### src/rtl/vect_pkg.sv
// Shared types for the vector dispatch block: issue FSM states and queue entry layout.
package vect_pkg;

    // Lane width of a queued entry; the dispatcher's DATA_WIDTH must match this.
    localparam int unsigned XLEN = 32;

    typedef enum logic [1:0] {
        StIdle   = 2'd0,
        StIssue  = 2'd1,
        StSettle = 2'd2,
        StWait   = 2'd3
    } dispatch_state_t;

    typedef struct packed {
        logic [XLEN-1:0] instr;
        logic [XLEN-1:0] rs1;
        logic [XLEN-1:0] rs2;
    } vq_entry_t;

endpackage

### src/rtl/vect_dispatch_if.sv
// Bus bundle between the scalar core, the dispatcher and the vector core.
// Signal suffixes are from the dispatcher's point of view.
interface vect_dispatch_if #(
    parameter int unsigned DATA_WIDTH = vect_pkg::XLEN
) ();
    // Scalar core -> dispatcher
    logic                  cpu_valid_i;
    logic [DATA_WIDTH-1:0] cpu_instr_i;
    logic [DATA_WIDTH-1:0] cpu_rs1_i;
    logic [DATA_WIDTH-1:0] cpu_rs2_i;
    logic                  cpu_ready_o;
    // Dispatcher -> vector core
    logic [DATA_WIDTH-1:0] vinstr_o;
    logic [DATA_WIDTH-1:0] rs1_o;
    logic [DATA_WIDTH-1:0] rs2_o;
    logic                  vreq_o;
    logic                  vready_i;
    // Vector core scalar result -> scalar core
    logic [DATA_WIDTH-1:0] core_rd_i;
    logic                  core_rd_wr_en_i;
    logic [DATA_WIDTH-1:0] rd_o;
    logic                  rd_valid_o;
    logic                  busy_o;

    modport slave (
        input  cpu_valid_i, cpu_instr_i, cpu_rs1_i, cpu_rs2_i,
        input  vready_i, core_rd_i, core_rd_wr_en_i,
        output cpu_ready_o, vinstr_o, rs1_o, rs2_o, vreq_o,
        output rd_o, rd_valid_o, busy_o
    );

    modport master (
        output cpu_valid_i, cpu_instr_i, cpu_rs1_i, cpu_rs2_i,
        output vready_i, core_rd_i, core_rd_wr_en_i,
        input  cpu_ready_o, vinstr_o, rs1_o, rs2_o, vreq_o,
        input  rd_o, rd_valid_o, busy_o
    );

endinterface

### src/rtl/vect_fifo.sv
// Synchronous FIFO of vector queue entries. Push is refused when full even if a
// pop happens in the same cycle; pop is ignored when empty.
module vect_fifo
    import vect_pkg::*;
#(
    parameter int unsigned DEPTH = 4
) (
    input  logic                         i_clk,
    input  logic                         i_rst_n,
    input  logic                         i_push,
    input  vq_entry_t                    i_wdata,
    input  logic                         i_pop,
    output vq_entry_t                    o_rdata,
    output logic                         o_full,
    output logic                         o_empty,
    output logic [$clog2(DEPTH+1)-1:0]   o_count
);

    localparam int unsigned PtrW = $clog2(DEPTH);
    localparam int unsigned CntW = $clog2(DEPTH + 1);
    localparam logic [CntW-1:0] FullCnt = CntW'(DEPTH);

    vq_entry_t       r_mem [DEPTH];
    logic [PtrW-1:0] r_wptr;
    logic [PtrW-1:0] r_rptr;
    logic [CntW-1:0] r_count;
    logic            w_push_ok;
    logic            w_pop_ok;

    assign o_full    = (r_count == FullCnt);
    assign o_empty   = (r_count == '0);
    assign w_push_ok = i_push && !o_full;
    assign w_pop_ok  = i_pop && !o_empty;
    assign o_rdata   = r_mem[r_rptr];
    assign o_count   = r_count;

    // Pointers wrap naturally since DEPTH is a power of two.
    always_ff @(posedge i_clk or negedge i_rst_n) begin
        if (!i_rst_n) begin
            r_wptr  <= '0;
            r_rptr  <= '0;
            r_count <= '0;
        end else begin
            if (w_push_ok) begin
                r_wptr <= r_wptr + 1'b1;
            end
            if (w_pop_ok) begin
                r_rptr <= r_rptr + 1'b1;
            end
            if (w_push_ok && !w_pop_ok) begin
                r_count <= r_count + 1'b1;
            end else if (!w_push_ok && w_pop_ok) begin
                r_count <= r_count - 1'b1;
            end
        end
    end

    // Storage array; contents are don't-care until written, so no reset.
    always_ff @(posedge i_clk) begin
        if (w_push_ok) begin
            r_mem[r_wptr] <= i_wdata;
        end
    end

endmodule

### src/rtl/vect_dispatch.sv
// Vector instruction dispatcher: queues {instr, rs1, rs2} from the scalar core and
// issues them one at a time to the vector core, and forwards scalar results back.
module vect_dispatch
    import vect_pkg::*;
#(
    parameter int unsigned DATA_WIDTH = XLEN,
    parameter int unsigned DEPTH      = 4
) (
    input  logic            clk_i,
    input  logic            resetn_i,
    vect_dispatch_if.slave  bus
);

    localparam int unsigned CntW = $clog2(DEPTH + 1);

    dispatch_state_t       r_state;
    logic                  r_vreq;
    logic [DATA_WIDTH-1:0] r_vinstr;
    logic [DATA_WIDTH-1:0] r_rs1;
    logic [DATA_WIDTH-1:0] r_rs2;
    logic [DATA_WIDTH-1:0] r_rd;
    logic                  r_rd_valid;

    vq_entry_t             w_wentry;
    vq_entry_t             w_head;
    logic                  w_full;
    logic                  w_empty;
    logic [CntW-1:0]       w_count;
    logic                  w_pop;

    assign w_wentry = '{instr: bus.cpu_instr_i, rs1: bus.cpu_rs1_i, rs2: bus.cpu_rs2_i};
    assign w_pop    = (r_state == StIdle) && !w_empty && bus.vready_i;

    vect_fifo #(
        .DEPTH (DEPTH)
    ) u_fifo (
        .i_clk   (clk_i),
        .i_rst_n (resetn_i),
        .i_push  (bus.cpu_valid_i),
        .i_wdata (w_wentry),
        .i_pop   (w_pop),
        .o_rdata (w_head),
        .o_full  (w_full),
        .o_empty (w_empty),
        .o_count (w_count)
    );

    // Issue FSM with registered strobe and operand outputs. SETTLE exists because the
    // vector core's ready only reflects the new instruction one cycle after vreq.
    always_ff @(posedge clk_i or negedge resetn_i) begin
        if (!resetn_i) begin
            r_state  <= StIdle;
            r_vreq   <= 1'b0;
            r_vinstr <= '0;
            r_rs1    <= '0;
            r_rs2    <= '0;
        end else begin
            r_vreq <= 1'b0;
            unique case (r_state)
                StIdle: begin
                    if (w_pop) begin
                        r_state  <= StIssue;
                        r_vreq   <= 1'b1;
                        r_vinstr <= w_head.instr;
                        r_rs1    <= w_head.rs1;
                        r_rs2    <= w_head.rs2;
                    end
                end
                StIssue:  r_state <= StSettle;
                StSettle: r_state <= StWait;
                StWait: begin
                    if (bus.vready_i) begin
                        r_state <= StIdle;
                    end
                end
                default:  r_state <= StIdle;
            endcase
        end
    end

    // Scalar result forwarding: one-cycle strobe per incoming result.
    always_ff @(posedge clk_i or negedge resetn_i) begin
        if (!resetn_i) begin
            r_rd       <= '0;
            r_rd_valid <= 1'b0;
        end else begin
            r_rd_valid <= bus.core_rd_wr_en_i;
            if (bus.core_rd_wr_en_i) begin
                r_rd <= bus.core_rd_i;
            end
        end
    end

    assign bus.cpu_ready_o = !w_full;
    assign bus.vreq_o      = r_vreq;
    assign bus.vinstr_o    = r_vinstr;
    assign bus.rs1_o       = r_rs1;
    assign bus.rs2_o       = r_rs2;
    assign bus.rd_o        = r_rd;
    assign bus.rd_valid_o  = r_rd_valid;
    assign bus.busy_o      = (w_count != '0) || (r_state != StIdle);

endmodule

### src/flat_wrapper.sv
// flat-port wrapper written by rule: the top's interface ports become plain ports
module vect_dispatch_flat import vect_pkg::*;
#(
    parameter int unsigned DATA_WIDTH = XLEN,
    parameter int unsigned DEPTH      = 4
)
  (clk_i, resetn_i, bus_cpu_valid_i, bus_cpu_instr_i, bus_cpu_rs1_i, bus_cpu_rs2_i, bus_vready_i, bus_core_rd_i, bus_core_rd_wr_en_i, bus_cpu_ready_o, bus_vinstr_o, bus_rs1_o, bus_rs2_o, bus_vreq_o, bus_rd_o, bus_rd_valid_o, bus_busy_o);
  vect_dispatch_if #(.DATA_WIDTH(DATA_WIDTH)) bus_i ();
  input  logic clk_i;
  input  logic resetn_i;
  input wire logic [$bits(bus_i.cpu_valid_i)-1:0] bus_cpu_valid_i;
  input wire logic [$bits(bus_i.cpu_instr_i)-1:0] bus_cpu_instr_i;
  input wire logic [$bits(bus_i.cpu_rs1_i)-1:0] bus_cpu_rs1_i;
  input wire logic [$bits(bus_i.cpu_rs2_i)-1:0] bus_cpu_rs2_i;
  input wire logic [$bits(bus_i.vready_i)-1:0] bus_vready_i;
  input wire logic [$bits(bus_i.core_rd_i)-1:0] bus_core_rd_i;
  input wire logic [$bits(bus_i.core_rd_wr_en_i)-1:0] bus_core_rd_wr_en_i;
  output wire logic [$bits(bus_i.cpu_ready_o)-1:0] bus_cpu_ready_o;
  output wire logic [$bits(bus_i.vinstr_o)-1:0] bus_vinstr_o;
  output wire logic [$bits(bus_i.rs1_o)-1:0] bus_rs1_o;
  output wire logic [$bits(bus_i.rs2_o)-1:0] bus_rs2_o;
  output wire logic [$bits(bus_i.vreq_o)-1:0] bus_vreq_o;
  output wire logic [$bits(bus_i.rd_o)-1:0] bus_rd_o;
  output wire logic [$bits(bus_i.rd_valid_o)-1:0] bus_rd_valid_o;
  output wire logic [$bits(bus_i.busy_o)-1:0] bus_busy_o;
  assign bus_i.cpu_valid_i = bus_cpu_valid_i;
  assign bus_i.cpu_instr_i = bus_cpu_instr_i;
  assign bus_i.cpu_rs1_i = bus_cpu_rs1_i;
  assign bus_i.cpu_rs2_i = bus_cpu_rs2_i;
  assign bus_i.vready_i = bus_vready_i;
  assign bus_i.core_rd_i = bus_core_rd_i;
  assign bus_i.core_rd_wr_en_i = bus_core_rd_wr_en_i;
  assign bus_cpu_ready_o = bus_i.cpu_ready_o;
  assign bus_vinstr_o = bus_i.vinstr_o;
  assign bus_rs1_o = bus_i.rs1_o;
  assign bus_rs2_o = bus_i.rs2_o;
  assign bus_vreq_o = bus_i.vreq_o;
  assign bus_rd_o = bus_i.rd_o;
  assign bus_rd_valid_o = bus_i.rd_valid_o;
  assign bus_busy_o = bus_i.busy_o;
  vect_dispatch #(.DATA_WIDTH(DATA_WIDTH), .DEPTH(DEPTH)) u_core (.clk_i(clk_i), .resetn_i(resetn_i), .bus(bus_i));
endmodule
### config.mk
export PLATFORM = sky130hd
export DESIGN_NAME = vect_dispatch_flat
export DESIGN_NICKNAME = d
export VERILOG_FILES = /design/src/rtl/vect_pkg.sv /design/src/rtl/vect_dispatch_if.sv /design/src/rtl/vect_fifo.sv /design/src/rtl/vect_dispatch.sv /design/src/flat_wrapper.sv
export SDC_FILE = /design/constraint.sdc
export NUM_CORES = 1
export LEC_CHECK = 0
export BUFFER_PORTS_ARGS = -buffer_cell sky130_fd_sc_hd__buf_2
export CAP_MARGIN = 25
export CORE_ASPECT_RATIO = 1.5
export CORE_UTILIZATION = 57
export CTS_CLUSTER_SIZE = 24
export DETAILED_ROUTE_END_ITERATION = 10
export PLACE_DENSITY_LB_ADDON = 0.12
export SLEW_MARGIN = 20
export SYNTH_ARGS = -nofsm -noshare
export SYNTH_HDL_FRONTEND = slang
export SYNTH_SLANG_ARGS = --single-unit
### constraint.sdc
create_clock -name clk_i -period 5 [get_ports clk_i]
set_input_delay 1 -clock clk_i [delete_from_list [all_inputs] [get_ports clk_i]]
set_output_delay 1 -clock clk_i [all_outputs]
set_load 0.005 [all_outputs]
==> results.toml, run 1 <==
[floorplan]
die_h_um = 227
num_io_pins = 265
start_util_pct = 57.7
dieArea_um2 = 34500
row_count = 82
die_w_um = 152
core_area_um2 = 33300

[sta]
rsz0062_at_grt = "no"
period_minus_slack_ns = 2.90
maxSlewViolCount = 0
finClkSkew_ns = 0.0176
slew_headroom_pct = 38.4
fin_hold_ws_ns = 0.466
fmax_ghz = 0.345
hold_viol = 0
setup_violations = 0
fin_crit_sh_pct = 58.0
tightest_slew_ns = 0.924
finalSetupTns_ns = 0

[yosys]
yosysMostFrequentCell = "edfxtp_1"
syn_avg_cell_area_um2 = 18.7
seq_area_frac_synth_pct = 78.1
async_reset_ff_share_pct = 26.6
mappedNetlistArea_um2 = 19200
synth_edf_count = 384
synth_common_cells = "edfxtp_1 (384), nand2_1 (291), dfrtp_1 (139), mux4_2 (96), buf_2 (27)"
synth_cell_types = 25
synth_area_leader_cell = "edfxtp_1"
ys.flop_type = "edfxtp_1"
synthCells = 1026
yosys_register_bits = 523
ys_warn_count = 0
ys_top_cells_by_area = "edfxtp_1 (60%), dfrtp_1 (18%), mux4_2 (11%), nand2_1 (5.7%), mux2_2 (1.5%)"
yosysTopAreaCellShare_pct = 60.0
synth_fp_nets = 1169

[final_layout]
ff_latch_area_um2 = 15000
multi_input_area_um2 = 3940
drive_above_1_share_pct = 35.3
stdcell_count = 1762
fin_nets = 1445
syn2layout_area_growth_pct = 17.1
final.fill_count = 2284

[hold_path]
hold_class = "register to register"

[drt]
antenna_left = 0
drt_iter0_markers = 648
wl_per_cell_um = 20.0
via_count = 9647
routed_wl_um = 35300
dr.pass1.iters = 7
vias_per_cell = 5.48
drc_errors = 100

[worst_setup_path]
worstSetupPathType = "register to output port"
cp-start-kind = "register"
cpLargestDelayFamily = "simple AND/OR/NAND/NOR gates"
crit_chain = "inv_1, ha_1, or4b_1, buf_2"
cp_max_fo = 4
end_kind = "output port"
slowest_delay_ns = 0.46
worstPathRequired_ns = 4.00
crit_slowest_cell = "or4b_1"
critical_path_arrival_ns = 1.90
critPathBufInv = 2

[grt]
globalRouteOverflowTotal = 0
grt_pass1_vias = 9828
grt_max_degree = 98
grt.total_usage_pct = 20.9
grt_antenna_before_repair = 8
grt_pass1_wl_um = 54100

[cts]
ctsResizeCount = 0
cts_setup_buffers = 0
clk-insertion-delay-late_ns = 0.55
clk_pin_slew_ns = 0.06
cts_sinks = 523
hold_buffers = 0
numCtsBuffers = 45
cts_root_buffer = "clkbuf_16"
cts_tree = "built"
htreeDepth = 2
cts.path.max_buffers = 3

[placed_design]
placed_cells = 1673
dp_hpwl_um = 21100
portBuffers = 264
gp_congestion = 0.719

[job]
drv_cap = 0

[power_and_ir_drop]
p_sw_uw = 3600
powerDensity_nw_per_um2 = 572
power.share.switching_pct = 28.0
p_leak_uw = 0.00887
p_clk_share_pct = 26.7
p_int_uw = 9270
ir_worst_vdd_uv = 384
pwr-share-comb_pct = 24.4
p_seq_share_pct = 48.9

[status]
status = "finished with violations"
violations = "DRC"
-- flip-flops by register name, indices dropped and copies added (netlist names) --
signal,count
u_core.bus.vinstr_o,32
u_core.u_fifo.o_count,3
u_core.u_fifo.r_wptr,2
u_core.bus.rd_valid_o,1
u_core.bus.rd_o,32
u_core.u_fifo.r_rptr,2
u_core.bus.vreq_o,1
u_core.bus.rs2_o,32
u_core.bus.rs1_o,32
u_core.u_fifo.r_mem,384
u_core.r_state,2
-- worst register-to-register path, cell delays in order, from the launching register on --
cell	delay, ns
dfrtp_1	0.40
inv_1	0.13
ha_1	0.23
o311a_4	0.50
buf_4	0.66
nand2_1	0.23
xnor2_1	0.16
-- cell type report --
cell class / count / area share (%)
diodes: 3 / 0.0333
clock buffers: 65 / 5.84
clock inverters: 19 / 0.756
inverters: 6 / 0.111
multi-input cells: 450 / 17.5
flip-flops and latches: 523 / 66.7
well taps: 420 / 2.33
repair buffers: 276 / 6.72
-- cell usage in the layout, fill, tap and decap left out, types with 3 or more instances in the layout --
cell type	n
clkbuf_1	11
inv_1	5
buf_4	5
diode_2	3
clkinv_2	6
bufinv_16	3
mux2_2	26
dfrtp_1	137
clkbuf_8	7
mux2_1	9
mux4_2	96
edfxtp_1	384
ha_1	9
and2_4	4
clkbuf_16	47
nor2_1	3
buf_2	263
nand2_1	291
xnor2_1	4
buf_12	6
clkinv_1	7
-- through the flow --
step	utilization [%]	cell area [µm²]	worst slack, ns	total power [µW]
4_1_cts	67.3	22500	2.08	13000
3_3_place_gp	62.9	21000	1.98	9520
5_1_grt	67.5	22500	2.01	13600
2_1_floorplan	-	19200	1.01	8450
3_5_place_dp	62.9	21000	1.98	9600
6_report	67.5	22500	2.10	12900
-- kinds of logic after synthesis --
| logic type | count (synthesis) | share of synthesized area (%) |
|---|---|---|
| flops | 523 | 78.1 |
| mux | 132 | 13.3 |
| compound gates | 3 | 0.150 |
| simple gates | 299 | 5.92 |
| xor+xnor | 6 | 0.273 |
| fa+ha+maj | 10 | 0.690 |
| buf+inv | 53 | 1.55 |
-- per-layer routing --
layer	global-route usage (%)	share of wire (%)
met1	26.7	41
met2	36.1	51
met3	4.49	6.1
met4	6.78	2.2
met5	0	0.16
-- final timing paths --
path                       slack (ns)                              from  depth (start not counted)                             endpoint
min in group asynchronous        0.48                          resetn_i                          1        u_core.r_state[0]$_DFFE_PN0P_
setup reg to reg                 2.55     u_core.r_state[0]$_DFFE_PN0P_                          6  u_core.u_fifo.r_rptr[1]$_DFFE_PN0P_
hold reg to reg                  0.47  u_core.bus.rs2_o[30]$_DFFE_PN0P_                          2     u_core.bus.rs2_o[30]$_DFFE_PN0P_
hold / removal                   0.47  u_core.bus.rs2_o[30]$_DFFE_PN0P_                          2     u_core.bus.rs2_o[30]$_DFFE_PN0P_
max in group asynchronous        3.48                          resetn_i                          2      u_core.bus.rd_o[30]$_DFFE_PN0P_
setup / recovery                 2.10     u_core.r_state[0]$_DFFE_PN0P_                          4                           bus_busy_o
-- power groups by stage --
stage / Sequential (µW) / Clock [µW] / Combinational (µW)
after floorplan: 6270 / 0 / 2190
after global placement: 6420 / 0 / 3090
after detailed placement: 6470 / 0 / 3130
after CTS: 6390 / 3520 / 3140
after global routing: 6420 / 3680 / 3460
final: 6300 / 3440 / 3140
Power figures use the tool's default switching activity.
==> run 2, diff against run 1 <==
- CORE_UTILIZATION: 57 -> 51
- clock period: 5 -> 2.5 ns (I/O delays scaled with it)
==> results.toml, run 2 (synthesis gave the netlist of run 1 again) <==
[floorplan]
num_io_pins = 265
die_w_um = 161
row_count = 86
dieArea_um2 = 38500
start_util_pct = 52.1
die_h_um = 240
core_area_um2 = 36900

[grt]
grt.total_usage_pct = 20.0
grt_antenna_before_repair = 8
grt_max_degree = 99
globalRouteOverflowTotal = 0
grt_pass1_vias = 10205
grt_pass1_wl_um = 57600

[cts]
cts_root_buffer = "clkbuf_16"
cts.path.max_buffers = 3
ctsResizeCount = 0
htreeDepth = 2
clk_pin_slew_ns = 0.06
cts_tree = "built"
clk-insertion-delay-late_ns = 0.57
numCtsBuffers = 47
cts_sinks = 523
cts_setup_buffers = 0

[worst_setup_path]
crit_chain = "inv_1, ha_1, or4b_1, buf_2"
worstSetupPathType = "register to output port"
slowest_delay_ns = 0.47
worstPathRequired_ns = 2.00
r2r_setup_slack_ns = 0.46
cp-start-kind = "register"
reg2reg_depth = 8
end_kind = "output port"
endpoint = "bus_busy_o"
critical_path_arrival_ns = 1.90
crit_slowest_cell = "or4b_1"
r2r_end = "u_core.u_fifo.o_count[1]$_DFFE_PN0P_"
startpoint = "u_core.r_state[0]$_DFFE_PN0P_"
worstReg2RegStart = "u_core.r_state[0]$_DFFE_PN0P_"
cp_max_fo = 4

[drt]
via_count = 9698
routed_wl_um = 37200
wl_per_cell_um = 20.2
antenna_left = 0
dr.pass1.iters = 4
drc_errors = 0
vias_per_cell = 5.26
drt_iter0_markers = 560

[sta]
tightest_slew_ns = 0.714
finClkSkew_ns = 0.0157
setup_violations = 0
rsz0062_at_grt = "no"
hold_viol = 0
slew_headroom_pct = 52.4
period_minus_slack_ns = 2.40
finalSetupTns_ns = 0
fmax_ghz = 0.417
layout_setup_ws_ns = 0.103
maxSlewViolCount = 0
fin_crit_sh_pct = 95.9

[power_and_ir_drop]
p_seq_share_pct = 47.5
power.share.switching_pct = 28.1
ir_worst_vdd_uv = 839
p_leak_uw = 0.00899
powerDensity_nw_per_um2 = 1150
p_int_uw = 18800
pwr-share-comb_pct = 25.6
p_sw_uw = 7370
p_clk_share_pct = 27.0

[placed_design]
gp_congestion = 0.716
dp_hpwl_um = 21800
pre_cts_ws_ns = 0.456
placed_cells = 1750
portBuffers = 264
placed_area_um2 = 21300

[final_layout]
ff_latch_area_um2 = 15000
mostFrequentLayoutCell = "edfxtp_1"
final_area_um2 = 22900
fin_nets = 1459
drive_above_1_share_pct = 36.0
syn2layout_area_growth_pct = 19.0
final_cell_mix = "edfxtp_1 (384), nand2_1 (291), buf_2 (263)"
top_register = "u_core.u_fifo.r_mem"
multi_input_area_um2 = 3940
stdcell_count = 1844
final.fill_count = 2716
finish.utilization_pct = 62.0
largest_reg_flops = 384

[job]
drv_cap = 0

[status]
status = "complete, no violations"

[hold_path]
hold_class = "input port to register"
run 2: stage by stage:
step	power (µW)	hold WS, ns
global route	27700	0.126
detailed placement	19500	0.457
finish	26200	0.148
global placement	19400	0.453
floorplan	16800	0.204
CTS	26700	0.121
run 2: per-layer routing:
layer  track usage, %  share of wire (%)
met3             4.42                5.7
met2             35.4                 52
met5                0              0.073
met4             6.87                2.4
met1             24.2                 40
run 2: worst min-delay path by stage:
stage	start	to	slack (ns)	cells after the start
after floorplan	resetn_i	u_core.bus.rd_o[0]$_DFFE_PN0P_	0.20	0
after global placement	u_core.bus.vinstr_o[5]$_DFFE_PN0P_	u_core.bus.vinstr_o[5]$_DFFE_PN0P_	0.45	2
after detailed placement	u_core.bus.rs2_o[11]$_DFFE_PN0P_	u_core.bus.rs2_o[11]$_DFFE_PN0P_	0.46	2
after CTS	bus_cpu_instr_i[17]	u_core.u_fifo.r_mem[0][81]$_DFFE_PP_	0.12	1
after global routing	bus_cpu_instr_i[17]	u_core.u_fifo.r_mem[0][81]$_DFFE_PP_	0.13	1
final	bus_cpu_instr_i[17]	u_core.u_fifo.r_mem[3][81]$_DFFE_PP_	0.15	1
run 2: cell type report:
class	instances	area share (%)
inverters	6	0.109
multi-input cells	450	17.2
clock buffers	66	5.86
repair buffers	288	7.69
clock inverters	21	0.787
diodes	6	0.0656
flip-flops and latches	523	65.6
well taps	484	2.65
run 2: power by group through the flow:
| stage | clock network [µW] | logic (µW) | registers, µW |
|---|---|---|---|
| finish | 7070 | 6700 | 12400 |
| global route | 7580 | 7430 | 12700 |
| CTS | 7260 | 6920 | 12500 |
| detailed placement | 0 | 6910 | 12600 |
| global placement | 0 | 6840 | 12600 |
| floorplan | 0 | 4380 | 12500 |
run 2: repair_timing:
item | CTS | global route
endpoints found under the hold margin | 41 | 0
setup endpoints to repair | 0 | 0
hold buffers | 1 | 0
run 2: critical path: cells and delay by family (launching register included):
kind	cells	cell delay (ns)
simple gates	1	0.47
flops	1	0.38
buf+inv	2	0.27
fa+ha+maj	1	0.22
==> run 3, diff against run 2 <==
- CORE_UTILIZATION: 51 -> 50
==> results.toml, run 3 (synthesis gave the netlist of run 1 again) <==
[grt]
use_met3_pct = 3.97
grt.total_usage_pct = 19.7
grt_antenna_before_repair = 5
grt_max_degree = 99
globalRouteOverflowTotal = 0
grt_pass1_wl_um = 57900
gr-max-usage-layer = "met2"
met1_usage_pct = 23.8
grt_use_met2_pct = 35.4
grt_pass1_vias = 10257

[job]
drv_cap = 0

[worst_setup_path]
crit_slowest_cell = "or4b_1"
critical_path_arrival_ns = 1.88
worstSetupPathType = "register to output port"
worstPathRequired_ns = 2.00
crit_chain = "inv_1, ha_2, or4b_1, buf_2"
critPathBufInv = 2
end_kind = "output port"
slowest_delay_ns = 0.46
cp_max_fo = 4
cpLargestDelayFamily = "simple AND/OR/NAND/NOR gates"
cp-start-kind = "register"

[power_and_ir_drop]
p_leak_uw = 0.00902
p_seq_share_pct = 47.3
p_int_uw = 18900
ir_worst_vdd_uv = 752
power.share.switching_pct = 28.1
p_sw_uw = 7380
pwr-share-comb_pct = 25.6
p_clk_share_pct = 27.2
powerDensity_nw_per_um2 = 1150
p_total_uw = 26300

[sta]
rsz0062_at_grt = "no"
tightest_slew_ns = 0.713
hold_viol = 0
layout_setup_ws_ns = 0.120
maxSlewViolCount = 0
fin_hold_ws_ns = 0.146
finalSetupTns_ns = 0
setup_violations = 0
period_minus_slack_ns = 2.38
finClkSkew_ns = 0.0272
fmax_ghz = 0.420
fin_crit_sh_pct = 95.2
slew_headroom_pct = 52.4

[final_layout]
stdcell_count = 1847
mostFrequentLayoutCell = "edfxtp_1"
fin_nets = 1464
drive_above_1_share_pct = 36.5
multi_input_area_um2 = 3940
final.fill_count = 2843
largest_reg_flops = 384
final_cell_mix = "edfxtp_1 (384), nand2_1 (291), buf_2 (263)"
ff_latch_area_um2 = 15000
top_register = "u_core.u_fifo.r_mem"
syn2layout_area_growth_pct = 19.3
diodes = 0

[cts]
cts_tree = "built"
numCtsBuffers = 47
cts.path.max_buffers = 3
clk-insertion-delay-late_ns = 0.57
clk_pin_slew_ns = 0.07
cts_root_buffer = "clkbuf_16"
htreeDepth = 2
cts_sinks = 523

[drt]
drt_iter0_markers = 519
drc_errors = 0
via_count = 9674
wl_per_cell_um = 20.2
routed_wl_um = 37300
antenna_left = 0
dr.pass1.iters = 6
vias_per_cell = 5.24

[floorplan]
start_util_pct = 50.9
core_area_um2 = 37800
dieArea_um2 = 39300
row_count = 87
die_h_um = 242
num_io_pins = 265
die_w_um = 162

[placed_design]
dp_hpwl_um = 22100
portBuffers = 264
gp_congestion = 0.694
pre_cts_ws_ns = 0.444
placed_cells = 1760

[hold_path]
hold_class = "input port to register"

[status]
status = "complete, no violations"
-- run 3: path summary, 6_finish.rpt --
| path | from | depth (start not counted) | end | slack, ns |
|---|---|---|---|---|
| min | bus_cpu_rs1_i[8] | 1 | u_core.u_fifo.r_mem[1][40]$_DFFE_PP_ | 0.15 |
| max reg2reg | u_core.u_fifo.o_count[1]$_DFFE_PN0P_ | 8 | u_core.u_fifo.o_count[2]$_DFFE_PN0P_ | 0.45 |
| max in group asynchronous | resetn_i | 3 | u_core.bus.vinstr_o[31]$_DFFE_PN0P_ | 1.43 |
| max | u_core.r_state[0]$_DFFE_PN0P_ | 4 | bus_busy_o | 0.12 |
| min reg2reg | u_core.bus.rs2_o[26]$_DFFE_PN0P_ | 2 | u_core.bus.rs2_o[26]$_DFFE_PN0P_ | 0.46 |
| min in group asynchronous | resetn_i | 2 | u_core.bus.rd_o[7]$_DFFE_PN0P_ | 0.45 |
-- run 3: power groups by stage --
| stage | Combinational [µW] | Clock (µW) | Sequential (µW) |
|---|---|---|---|
| 5_1_grt | 7460 | 7630 | 12600 |
| 6_report | 6730 | 7140 | 12400 |
| 3_3_place_gp | 6870 | 0 | 12600 |
| 4_1_cts | 6950 | 7310 | 12500 |
| 3_5_place_dp | 6940 | 0 | 12600 |
| 2_1_floorplan | 4380 | 0 | 12500 |
-- run 3: final cells by class --
| cell class | count | share of cell area (%) |
|---|---|---|
| multi-input combinational | 450 | 17.2 |
| clock inverter | 21 | 0.949 |
| tap | 489 | 2.67 |
| sequential | 523 | 65.5 |
| inverter | 6 | 0.109 |
| clock buffer | 65 | 5.76 |
| timing repair buffer | 293 | 7.84 |
-- run 3: what timing repair did --
| item | CTS | global route |
|---|---|---|
| setup buffers | 0 | 0 |
| setup endpoints to repair | 0 | 1 |
| hold buffers | 1 | 0 |
| endpoints found under the hold margin | 42 | 0 |
| resized for setup | 0 | 1 |
-- run 3: routing by layer --
metal / wire [µm] / vias up / share of wire [%]
li1: - / 4416 / -
met1: 14800 / 4935 / 40
met2: 19700 / 252 / 53
met3: 1860 / 61 / 5.0
met4: 863 / 10 / 2.3
met5: 54 / - / 0.14
-- run 3: per-stage QoR --
step | area (µm²) | util (%)
after floorplan | 19200 | -
after global placement | 21400 | 56.6
after detailed placement | 21400 | 56.6
after CTS | 22900 | 60.7
after global routing | 22900 | 60.7
final | 22900 | 60.7
